<file path="config.mk">
export PLATFORM = sky130hd
export DESIGN_NAME = ppf_commutator_flat
export DESIGN_NICKNAME = d
export VERILOG_FILES = /design/src/rtl/ppf_commutator_if.sv /design/src/rtl/ppf_commutator.sv /design/src/flat_wrapper.sv
export SDC_FILE = /design/constraint.sdc
export NUM_CORES = 1
export LEC_CHECK = 0
export CORE_AREA = 2 2 105 183
export DETAILED_ROUTE_END_ITERATION = 10
export DIE_AREA = 0 0 107 185
export PLACE_DENSITY = 0.72
export REMOVE_ABC_BUFFERS = 1
export SYNTH_ARGS = -nofsm -noshare
export SYNTH_HDL_FRONTEND = slang
export SYNTH_SLANG_ARGS = --single-unit
</file>
<file path="constraint.sdc">
create_clock -name clk_i -period 2.3 [get_ports clk_i]
set_input_delay 0.46 -clock clk_i [delete_from_list [all_inputs] [get_ports clk_i]]
set_output_delay 0.46 -clock clk_i [all_outputs]
set_load 0.1 [all_outputs]
</file>
<file path="src/rtl/ppf_commutator_if.sv">
// AXI-Stream style bundle used on both sides of the PPF input commutator.
// The same interface serves the narrow sample stream and the wide frame
// stream; only the data width differs between the two instances.
interface ppf_commutator_if #(
    parameter int W = 16
) ();
    logic [W-1:0] tdata;
    logic         tvalid;
    logic         tready;
    logic         tlast;

    // Source side: drives data, valid and last, and observes ready.
    modport master (
        output tdata,
        output tvalid,
        output tlast,
        input  tready
    );

    // Sink side: observes data, valid and last, and drives ready.
    modport slave (
        input  tdata,
        input  tvalid,
        input  tlast,
        output tready
    );
endinterface

</file>
<file path="src/rtl/ppf_commutator.sv">
// Input commutator for the direct-input polyphase filter bank.
// Consecutive input samples are dealt across DECIM lanes, with the first
// sample of a frame landing in the top lane. A completed frame is presented
// as one wide word with a single-cycle handshake, so the whole filter bank
// shares one clock instead of using a divided branch clock.
module ppf_commutator #(
    parameter int DATA_W = 16,
    parameter int DECIM  = 8,
    parameter int PH_W   = 6
) (
    input  logic             clk_i,
    input  logic             rstn_i,
    ppf_commutator_if.slave  s_axis,
    ppf_commutator_if.master m_axis,
    output logic [PH_W-1:0]  phase_o,
    output logic             frame_err_o
);
    localparam int              FILL_W     = (DECIM - 1) * DATA_W;
    localparam int              OUT_W      = DECIM * DATA_W;
    localparam logic [PH_W-1:0] LAST_PHASE = PH_W'(DECIM - 1);

    logic [PH_W-1:0]   r_phase;
    logic [FILL_W-1:0] r_fill;
    logic [OUT_W-1:0]  r_out;
    logic              r_valid;
    logic              r_err;

    logic              w_last_phase;
    logic              w_ready;
    logic              w_accept;
    logic              w_load;
    logic              w_misalign;

    // The only sample that can stall is the one completing a frame while the
    // previous frame is still unconsumed; every earlier phase lands in the
    // fill buffer, which is free because the pending frame already left it.
    assign w_last_phase = (r_phase == LAST_PHASE);
    assign w_ready      = rstn_i && !(w_last_phase && r_valid && !m_axis.tready);
    assign w_accept     = s_axis.tvalid && w_ready;
    assign w_load       = w_accept && w_last_phase;
    assign w_misalign   = w_accept && s_axis.tlast && !w_last_phase;

    assign s_axis.tready = w_ready;
    assign m_axis.tdata  = r_out;
    assign m_axis.tvalid = r_valid;
    assign m_axis.tlast  = 1'b1;
    assign phase_o       = r_phase;
    assign frame_err_o   = r_err;

    // Phase counter: advances per accepted sample, wraps after the last lane,
    // and restarts at zero when an early tlast forces a resync.
    always_ff @(posedge clk_i) begin
        if (!rstn_i) begin
            r_phase <= '0;
        end else if (w_misalign || w_load) begin
            r_phase <= '0;
        end else if (w_accept) begin
            r_phase <= r_phase + PH_W'(1);
        end
    end

    // Fill buffer: phase k goes to lane DECIM-1-k, stored at slot lane-1
    // because lane 0 is taken straight from the input on the final sample.
    always_ff @(posedge clk_i) begin
        if (!rstn_i) begin
            r_fill <= '0;
        end else if (w_accept && !w_last_phase && !w_misalign) begin
            for (int n = 1; n < DECIM; n++) begin
                if (r_phase == PH_W'(DECIM - 1 - n)) begin
                    r_fill[(n-1)*DATA_W +: DATA_W] <= s_axis.tdata;
                end
            end
        end
    end

    // Output frame register: loads the whole frame in one cycle and holds
    // data and valid steady until the downstream bank takes it.
    always_ff @(posedge clk_i) begin
        if (!rstn_i) begin
            r_out   <= '0;
            r_valid <= 1'b0;
        end else if (w_load) begin
            r_out   <= {r_fill, s_axis.tdata};
            r_valid <= 1'b1;
        end else if (m_axis.tready) begin
            r_valid <= 1'b0;
        end
    end

    // Alignment error pulse, one cycle after a tlast arrives too early.
    always_ff @(posedge clk_i) begin
        if (!rstn_i) begin
            r_err <= 1'b0;
        end else begin
            r_err <= w_misalign;
        end
    end
endmodule

</file>
<file path="src/flat_wrapper.sv">
// flat-port wrapper written by rule: the top's interface ports become plain ports
module ppf_commutator_flat 
#(
    parameter int DATA_W = 16,
    parameter int DECIM  = 8,
    parameter int PH_W   = 6
)
  (clk_i, rstn_i, phase_o, frame_err_o, s_axis_tdata, s_axis_tvalid, s_axis_tlast, s_axis_tready, m_axis_tdata, m_axis_tvalid, m_axis_tlast, m_axis_tready);
  ppf_commutator_if #(.W(16)) s_axis_i ();
  ppf_commutator_if #(.W(128)) m_axis_i ();
  input  logic clk_i;
  input  logic rstn_i;
  output logic [PH_W-1:0] phase_o;
  output logic frame_err_o;
  input wire logic [$bits(s_axis_i.tdata)-1:0] s_axis_tdata;
  input wire logic [$bits(s_axis_i.tvalid)-1:0] s_axis_tvalid;
  input wire logic [$bits(s_axis_i.tlast)-1:0] s_axis_tlast;
  output wire logic [$bits(s_axis_i.tready)-1:0] s_axis_tready;
  output wire logic [$bits(m_axis_i.tdata)-1:0] m_axis_tdata;
  output wire logic [$bits(m_axis_i.tvalid)-1:0] m_axis_tvalid;
  output wire logic [$bits(m_axis_i.tlast)-1:0] m_axis_tlast;
  input wire logic [$bits(m_axis_i.tready)-1:0] m_axis_tready;
  assign s_axis_i.tdata = s_axis_tdata;
  assign s_axis_i.tvalid = s_axis_tvalid;
  assign s_axis_i.tlast = s_axis_tlast;
  assign s_axis_tready = s_axis_i.tready;
  assign m_axis_tdata = m_axis_i.tdata;
  assign m_axis_tvalid = m_axis_i.tvalid;
  assign m_axis_tlast = m_axis_i.tlast;
  assign m_axis_i.tready = m_axis_tready;
  ppf_commutator #(.DATA_W(DATA_W), .DECIM(DECIM), .PH_W(PH_W)) u_core (.clk_i(clk_i), .rstn_i(rstn_i), .s_axis(s_axis_i), .m_axis(m_axis_i), .phase_o(phase_o), .frame_err_o(frame_err_o));
endmodule
</file>
==> summary.txt, run 1 <==
Power and ir drop
  • LEAKAGE: 4.515 nW
  • Reg power frac: 0.517
  • NetSw: 1.744 mW
  • Clock power share: 0.449
  • Combinational Power Share: 0.034
  • Max VDD drop: 0.0005055 V
  • Sw frac: 0.2090
  • Cell Pwr Density: 728.5 nW/um^2
  • Internal power: ~6.6 mW

Critical path
  • Data arrival, critical path: 1.75 ns
  • Crit-path slowest cell: dfxtp_1
  • Worst Path Max Fanout: 7
  • Worst path max stage delay: around 0.41 ns
  • Crit-path cells: nor4b_4 -> nand3_1 -> and2_1 -> buf_12
  • WS Path Type: reg2out
  • Crit end category: output pin
  • Startpoint Class: register
  • Critical Path RT: 1.84 ns

Timing
  • Min Hold Slack: 0.2206 ns
  • RSZ-0062 raised after global routing: false
  • Worst Tran Pin Value: around 0.5 ns
  • Fmax: between 400 and 500 MHz
  • Final hold violation count: 0
  • Min Tclk post-route: 2.206 ns
  • Pins Over Slew Limit: 0
  • Setup_tns: 0 ns
  • Period utilization: 0.9590
  • Relative slew slack: 0.6626
  • Setup violations, final: 0
  • Worst clock skew: 0.009700 ns

Run status
  • Status: complete, no violations

Floorplanning
  • Ports: 159
  • Initial core utilization: 0.5009
  • Die ar.: around 20000 um^2
  • Chip height: roughly 190 um
  • Core Area: about 18000 um^2
  • Die X: 107 um
  • Std cell rows: 66

Detailed routing
  • Routed vias/inst: 5.136
  • DR iter-0 viols: 262
  • Antenna-violating nets left: 0
  • First-pass DRT Iterations: 5
  • DR WL/cell: 15.74 um
  • # DRC: 0
  • Via Count: 7324
  • Post-Route WL: 22450 um

Global routing
  • Vias in the first global route: 7008
  • First-pass GRT wire length: ~36000 um
  • Largest net degree at the start of global routing: around 120
  • Total GRT Usage: 0.2252
  • Gr ovfl total: 0
  • Initial antenna violation count: 0

Logic synthesis
  • Post-synth EDFFs: 0
  • Most used DFF post-synth: dfxtp_1
  • Avg Cell Area, Syn: between 8 and 9 um^2
  • Register area share after synthesis: 0.5383
  • Synth Warn #: 0
  • Post-Syn Area: 9224 um^2
  • Syn Inst Count: 1035
  • Post-synth ARST share: 0
  • Yosys cell types: 33
  • Yosys reg bits: 248

Place
  • GP Congestion: ~0.80
  • PortBufs: between 150 and 200
  • Final HPWL DP: 14850 um
  • Placed insts: 1387

Clock tree
  • Worst-skew pair later-pin latency: 0.50 ns
  • H-tree depth: 1
  • Clock transition at path regs: 0.06 ns
  • Inserted Clock Buffers: 22
  • CTS tree: yes
  • Clk root buf: clkbuf_16
  • Clk buf depth: 3
  • Post-CTS Hold Buffers: 0
  • Sink Count: 248

Final layout
  • Nets: 1199
  • Fill count: around 1600
  • N_diodes: 0
  • Utilization after layout: 0.6220
  • Area Overhead vs Synth: 24.19%
  • Post-Layout Cell Count: 1426
  • Share of cells above drive strength 1: 0.1810

Flow run
  • Maxcap violations: 0

Hold path
  • Worst hold path type: in2reg
[cell usage in the layout, fill, tap and decap left out, drive strengths merged]
master and n:
mux2i 32, and2 2, a21oi 5, or3 1
and3b 1, nor2b 33, nand2b 1, o31ai 1
bufinv 2, nand3 57, ha 4, xor2 2
clkinv 6, nor4b 1, buf 173, and3 7
o21ai 49, nand2 338, clkbuf 30, a21boi 161
clkdlybuf4s50 19, o21a 1, nor3b 1, dfxtp 248
conb 1, nand4b 3, a21o 1, inv 3
nor2 3, nor4 1, nand4 1
[per-stage QoR]
stage	instance area [um^2]	total power, mW	setup slack, ns
floorplan	8813	4.536	-2.148
global placement	10710	4.696	0.1424
detailed placement	10710	4.698	0.07404
CTS	11450	8.407	0.03323
global route	11450	8.583	0.008775
finish	11450	8.344	0.09420
[final timing paths]
kind | depth (start not counted) | slack (ns) | to | startpoint
min reg2reg | 2 | 0.45 | u_core.m_axis.tdata[35] | u_core.r_fill[19]
min | 2 | 0.22 | u_core.phase_o[0] | rstn_i
max reg2reg | 7 | 0.39 | u_core.m_axis.tdata[93] | u_core.phase_o[3]
max | 4 | 0.09 | s_axis_tready | u_core.phase_o[3]
[logic make-up (layout without fill, tap and decap cells)]
logic type / Yosys count / count (layout) / synth area share
AND/OR/NAND/NOR: 450 / 450 / 0.2108
flip-flops: 248 / 248 / 0.5383
AO/OA/AOI/OAI: 218 / 218 / 0.1628
buffers and inverters: 80 / 233 / 0.04571
multiplexers: 32 / 32 / 0.03473
adder cells (fa/ha/maj): 4 / 4 / 0.005426
XOR/XNOR: 2 / 2 / 0.001899
other: 1 / 1 / 0.0004066
[state kept, by name, indices dropped and copies added (netlist names)]
register              cells
u_core.m_axis.tvalid      1
u_core.m_axis.tdata     128
u_core.r_fill           112
u_core.frame_err_o        1
u_core.phase_o            6
[area by class of cell]
| cell class | count | area, um^2 | area share |
|---|---|---|---|
| inverter | 3 | 11.26 | 0.0009831 |
| clock buffer | 30 | 641.9 | 0.05604 |
| sequential | 248 | 4966 | 0.4335 |
| clock inverter | 8 | 90.09 | 0.007865 |
| multi-input combinational | 707 | 3855 | 0.3365 |
| timing repair buffer | 192 | 1593 | 0.1391 |
| tap | 238 | 297.8 | 0.02600 |
[per-layer routing]
metal | share of wire | GRT usage
met4 | 0.028 | 0.07532
met2 | 0.52 | 0.4140
met1 | 0.42 | 0.2679
met5 | 0 | 0
met3 | 0.035 | 0.02850
[critical path, delay by kind of cell (launching register included)]
kind / cells / cell delay [ns]
buffers and inverters: 1 / 0.17
DFF: 1 / 0.41
and+or+nand+nor: 3 / 0.66
[power by group through the flow]
stage                     sequential, mW  combinational, mW  clock, mW
after floorplan                     4.43              0.111          0
after global placement              4.41              0.284          0
after detailed placement            4.41              0.284          0
after CTS                           4.31              0.285       3.81
after global routing                4.31              0.303       3.97
final                               4.32              0.283       3.75
[synth_stat cells (2+ instances only)]
| cell type | count | area (um^2) |
|---|---|---|
| a21boi_0 | 20 | 150.1 |
| a21boi_1 | 141 | 1059 |
| a21oi_1 | 5 | 25.02 |
| and2_1 | 2 | 12.51 |
| and3_1 | 7 | 43.79 |
| buf_1 | 5 | 18.77 |
| buf_2 | 13 | 65.06 |
| buf_4 | 2 | 15.01 |
| buf_6 | 13 | 146.4 |
| clkbuf_1 | 44 | 165.2 |
| dfxtp_1 | 248 | 4965 |
| ha_1 | 4 | 50.05 |
| inv_1 | 3 | 11.26 |
| mux2i_1 | 32 | 320.3 |
| nand2_1 | 338 | 1269 |
| nand3_1 | 55 | 275.3 |
| nand3_2 | 2 | 20.02 |
| nand4b_1 | 3 | 26.28 |
| nor2_1 | 3 | 11.26 |
| nor2b_1 | 33 | 206.5 |
| o21ai_0 | 49 | 245.2 |
| xor2_1 | 2 | 17.52 |
[timing repair]
| action | CTS | global route |
|---|---|---|
| setup endpoints to repair | 1 | 1 |
| buffers inserted | 1 | 0 |
| gates resized for setup | 0 | 1 |
(Power assumes the default switching activity.)
==> run 2: changes to the inputs <==
- CELL_PAD_IN_SITES_DETAIL_PLACEMENT: not set -> 0
- CELL_PAD_IN_SITES_GLOBAL_PLACEMENT: not set -> 1
- CORE_AREA: 2 2 105 183 -> 2 2 109 191
- DIE_AREA: 0 0 107 185 -> 0 0 111 193
- DONT_BUFFER_PORTS: not set -> 1
- PLACE_DENSITY: 0.72 -> 0.73
==> run 2 against run 1 <==
Sequential share of layout area up 1.1 points; via count down 3.7%; combinational power fell by 47%; non-clock buffer count decreased by 33; die area is 8.2% higher; worst hold slack worse by 0.14 ns; fmax is 0.28% lower; sequential power about the same; register-to-register slack improved by 0.04 ns; critical path depth unchanged.
==> summary.txt, run 2 (same netlist as run 1, synthesis figures left out) <==
Run status
  • Status: complete, no violations

Detailed routing
  • # DRC: 0 (unchanged)
  • Routed vias/inst: 5.016 (-2.3%)
  • DR WL/cell: 15.53 um (-1.4%)
  • DR iter-0 viols: 378 (+44%)
  • Via Count: 7052 (-3.7%)
  • Antenna-violating nets left: 0 (unchanged)
  • First-pass DRT Iterations: 4 (-1)
  • Post-Route WL: 21830 um (-2.8%)

Floorplanning
  • Ports: 159 (unchanged)
  • Chip height: 193 um (+4.3%)
  • Std cell rows: 69 (+4.5%)
  • Die ar.: 21420 um^2 (+8.2%)
  • Initial core utilization: 0.4625 (-0.03837)
  • Die X: 111 um (+3.7%)
  • Core Area: 19940 um^2 (+8.3%)

Clock tree
  • CTS tree: yes
  • Clk buf depth: 3 (unchanged)
  • Worst-skew pair later-pin latency: 0.50 ns (about the same)
  • Clock transition at path regs: 0.06 ns (about the same)
  • Inserted Clock Buffers: 23 (+4.5%)
  • Clk root buf: clkbuf_16
  • Sink Count: 248 (unchanged)
  • H-tree depth: 1 (unchanged)
  • Post-CTS Hold Buffers: 0 (unchanged)

Timing
  • Min Tclk post-route: 2.212 ns (+0.006106 ns)
  • Pins Over Slew Limit: 0 (unchanged)
  • Setup violations, final: 0 (unchanged)
  • Relative slew slack: 0.5900 (-0.07263)
  • Fmax: 452.1 MHz (-0.28%)
  • Period utilization: 0.9617 (+0.002655)
  • Worst Tran Pin Value: 0.6098 ns (+0.1037 ns)
  • Worst clock skew: 0.008371 ns (-0.001329 ns)
  • Setup_tns: 0 ns (unchanged)
  • RSZ-0062 raised after global routing: false
  • Final hold violation count: 0 (unchanged)
  • Final worst slack: 0.08809 ns (-0.006106 ns)

Critical path
  • Crit-path cells: nor4b_4 -> nand3_2 -> and2_1 -> buf_12
  • Worst Path Max Fanout: 4 (-3)
  • WS Path Type: reg2out
  • Top Family by Delay on Critical Path: simple AND/OR/NAND/NOR gates
  • Worst path max stage delay: 0.37 ns (-0.04 ns)
  • Crit end category: output pin
  • Data arrival, critical path: 1.75 ns (about the same)
  • Crit-path slowest cell: dfxtp_1
  • WP buf/inv: 1 (unchanged)
  • Critical Path RT: 1.84 ns (about the same)
  • Startpoint Class: register

Final layout
  • Nets: 1167 (-2.7%)
  • Most frequent cells in the layout: nand2_1 (338), dfxtp_1 (248), buf_4 (153)
  • Fill count: 1889 (+17%)
  • Design area: 11160 um^2 (-2.5%)
  • Share of cells above drive strength 1: 0.1753 (-0.005674)
  • N_diodes: 0 (unchanged)
  • Post-Layout Cell Count: 1406 (-1.4%)
  • Utilization after layout: 0.5598 (-0.06220)
  • Commonest non-fill, non-tap cell in the layout: nand2_1
  • Area Overhead vs Synth: 21.04%
  • Max FFs per register: 128 (unchanged)

Place
  • GP Congestion: 0.7551 (-5.1%)
  • Post-DP Area: 10400 um^2 (-3.0%)
  • PortBufs: 0 (-100%)
  • Placed insts: 1363 (-1.7%)
  • Pre-CTS setup slack: 0.4395 ns (+0.3655 ns)
  • Final HPWL DP: 13350 um (-10%)

Power and ir drop
  • LEAKAGE: 4.366 nW (-3.3%)
  • NetSw: 1.657 mW (-5.0%)
  • Reg power frac: 0.525 (+0.008)
  • Max VDD drop: 0.0006223 V (+23%)
  • Internal power: 6.563 mW (-0.56%)
  • Combinational Power Share: 0.018 (-0.016)
  • Cell Pwr Density: 736.3 nW/um^2 (+1.1%)
  • Sw frac: 0.2016 (-0.007447)
  • Clock power share: 0.457 (+0.008)

Global routing
  • Vias in the first global route: 6716 (-4.2%)
  • Total GRT Usage: 0.1999 (-0.02527)
  • Initial antenna violation count: 0 (unchanged)
  • First-pass GRT wire length: 35020 um (-2.4%)
  • Largest net degree at the start of global routing: 264 (+120%)
  • Gr ovfl total: 0 (unchanged)

Flow run
  • Maxcap violations: 0 (unchanged)

Hold path
  • Worst hold path type: in2reg
run 2: layout make-up:
type                       instances  area [um^2]  area share
clock buffer                      34        686.9     0.06153
clock inverter                     7        62.56    0.005603
inverter                           3        11.26    0.001009
multi-input combinational        707         3860      0.3457
sequential                       248         4965      0.4447
tap                              248        310.3     0.02779
timing repair buffer             159         1269      0.1136
run 2: routing by layer:
layer  vias to the layer above  wire (um)  global-route usage
met2                       142      10950              0.3672
met4                         0        438             0.05481
li1                       3610          -                   -
met1                      3266       9172              0.2354
met3                        34       1266             0.04408
met5                         -          0                   0
run 2: final timing paths:
path | start | endpoint | slack (ns) | cells past startpoint
max | u_core.phase_o[5] | s_axis_tready | 0.09 | 4
min | s_axis_tlast | u_core.frame_err_o | 0.08 | 2
max reg2reg | u_core.phase_o[0] | u_core.r_fill[45] | 0.43 | 6
min reg2reg | u_core.r_fill[68] | u_core.m_axis.tdata[84] | 0.45 | 2
run 2: metrics by stage:
step	hold WS, ns	power, mW
2_1_floorplan	0.4304	4.536
3_3_place_gp	0.4352	4.560
3_5_place_dp	0.4416	4.562
4_1_cts	0.06217	8.317
5_1_grt	0.06985	8.476
6_report	0.08011	8.220
run 2: power by group through the flow:
stage	combinational, mW	sequential [mW]	clock [mW]
global placement	0.149	4.41	0
detailed placement	0.150	4.41	0
global route	0.161	4.31	4.00
finish	0.151	4.31	3.76
CTS	0.151	4.31	3.85
floorplan	0.111	4.43	0
run 2: repair_timing:
item                       4_1_cts  5_1_grt
resized for setup                1        0
buffers inserted                 0        2
setup endpoints to repair        1        1
pin swaps                        0        1
==> edit, RTL diff (config.mk and constraints of run 2) <==
Remove the register `r_err`: a continuous assignment takes its place, so the output `frame_err_o` follows one clock earlier.
--- a/src/rtl/ppf_commutator.sv
+++ b/src/rtl/ppf_commutator.sv
@@ -89,11 +89,5 @@
 
     // Alignment error pulse, one cycle after a tlast arrives too early.
-    always_ff @(posedge clk_i) begin
-        if (!rstn_i) begin
-            r_err <= 1'b0;
-        end else begin
-            r_err <= w_misalign;
-        end
-    end
+    assign r_err = w_misalign;
 endmodule
 
Behaviour: not the same (a bounded check fails within 4 cycles, from zero or initial values and one cycle with rstn_i low).
==> edit against run 2 <==
Sequential cell count fell by 1; total power fell by 1.0%; wire length rose by 0.38%; count of clock-buffer cells in the layout fell by 1; largest cell class unchanged; via count fell by 0.89%; design area fell by 0.56%; die area did not move; sequential share of layout area rose by 0.082 points; synthesized area barely moved; setup slack improved by 0.0046 ns.
==> edit: results (changes against run 2) <==
| Metric | Value |
|---|---|
| Status | `finished, final reports clean (unchanged)` |
| Wire per inst | `15.64 um (was 15.53 um)` |
| Worst Skew | `0.01587 ns (was 0.008371 ns)` |
| Layout cells sized above 1 | `17.95% (was 17.53%)` |
| Sequential element share of the synthesized area | `53.59% (was 53.83%)` |
| DR pass1 iterations | `4 (unchanged)` |
| Detailed placement HPWL | `12.89 mm (was 13.35 mm)` |
| Crit-path max FO | `3 (was 4)` |
| Clk buf depth | `3 (unchanged)` |
| Number of library cell types mapped by synthesis | `36 (was 33)` |
| Crit path DAT | `1.75 ns (about the same)` |
| Worst slew pin tran | `0.6725 ns (was 0.6098 ns)` |
| First-pass GRT wire length | `34.76 mm (was 35.02 mm)` |
| Root Driver | `clkbuf_16 (unchanged)` |
| Antenna diode count | `0 (unchanged)` |
| Final non-filler cell total | `1401 (was 1406)` |
| Cts bufs inserted | `23 (unchanged)` |
| Global Route Usage Sum | `19.84% (was 19.99%)` |
| Number of DRC markers in iteration 0 | `311 (was 378)` |
| Final Worst Setup Slack | `0.09271 ns (was 0.08809 ns)` |
| Initial antenna violation count | `0 (unchanged)` |
| Worst vdd ir | `0.0006984 V (was 0.0006223 V)` |
| RePlAce Congestion | `0.7817 (was 0.7551)` |
| Synthesis Warnings | `0 (unchanged)` |
| Layout net count | `1163 (was 1167)` |
| Number of flip-flops in the largest register | `128 (unchanged)` |
| Synth top area cells | `dfxtp_1 54%, nand2_1 14%, a21boi_1 8.4% (was dfxtp_1 54%, nand2_1 14%, a21boi_1 11%)` |
| H-tree depth | `1 (unchanged)` |
| Vias in the first global route | `6501 (was 6716)` |
| Largest net degree at the start of global routing | `267 (was 264)` |
| Post-synth top cells | `337 x nand2_1, 247 x dfxtp_1, 103 x a21boi_1 (was 338 x nand2_1, 248 x dfxtp_1, 141 x a21boi_1)` |
| Syn avg cell area | `8.916 sq um (was 8.912 sq um)` |
| Main flop type after synthesis | `dfxtp_1 (unchanged)` |
| Vias post-DR | `6989 (was 7052)` |
| Worst skew pair latency | `0.50 ns (about the same)` |
| Final Max Tran Viols | `0 (unchanged)` |
| Port Buffers | `0 (unchanged)` |
| Leakage | `4.292 nW (was 4.366 nW)` |
| DP Worst Slack | `0.3965 ns (was 0.4395 ns)` |
| Placement Cell Area | `10350 sq um (was 10400 sq um)` |
edit: where the power goes:
part	internal, mW	total (mW)	switching [mW]
Sequential	4.29	4.30	0.00752
Clock	2.12	3.69	1.58
Combinational	0.0791	0.147	0.0681
edit: kinds of logic after synthesis:
group | after synthesis | synth area share [%]
and+or+nand+nor | 449 | 21.03
DFF | 247 | 53.59
AOI/OAI and AO/OA | 217 | 16.56
buffers and inverters | 82 | 4.488
muxes | 32 | 3.471
adders and majority gates | 4 | 0.5424
xor gates and xnor gates | 3 | 0.2848
other | 1 | 0.04064
edit: final timing paths:
kind | startpoint | depth (start not counted) | end | slack [ns]
hold / removal | s_axis_tdata[6] | 2 | u_core.m_axis.tdata[6] | 0.09
setup / recovery | u_core.phase_o[5] | 4 | s_axis_tready | 0.09
setup reg to reg | u_core.phase_o[5] | 5 | u_core.phase_o[2] | 0.39
hold reg to reg | u_core.r_fill[65] | 2 | u_core.m_axis.tdata[81] | 0.44
edit: cell type report:
cell class / instances / area [sq um]
Fill cell: 1896 / 8841
Sequential cell: 247 / 4946
Multi-Input combinational cell: 706 / 3880
Timing Repair Buffer: 156 / 1221
Clock buffer: 33 / 663.1
Tap cell: 248 / 310.3
Clock inverter: 7 / 66.31
Inverter: 4 / 15.01
edit: per-layer routing:
layer / routed length (um) / vias to the layer above / track usage (%)
met5: 0 / - / 0
met4: 557 / 0 / 6.346
met3: 1197 / 26 / 4.345
met2: 10930 / 139 / 35.56
met1: 9230 / 3219 / 23.73
li1: - / 3605 / -
edit: timing repair:
item | CTS | global route
gates resized for setup | 0 | 2
buffers inserted | 0 | 2
setup endpoints to repair | 1 | 1
pin swaps | 1 | 2
edit: worst max-delay path: stages, from the launching register on:
cell	delay, ns
dfxtp_1	0.37
nor4b_4	0.37
nand3_2	0.13
and2_1	0.21
buf_12	0.17
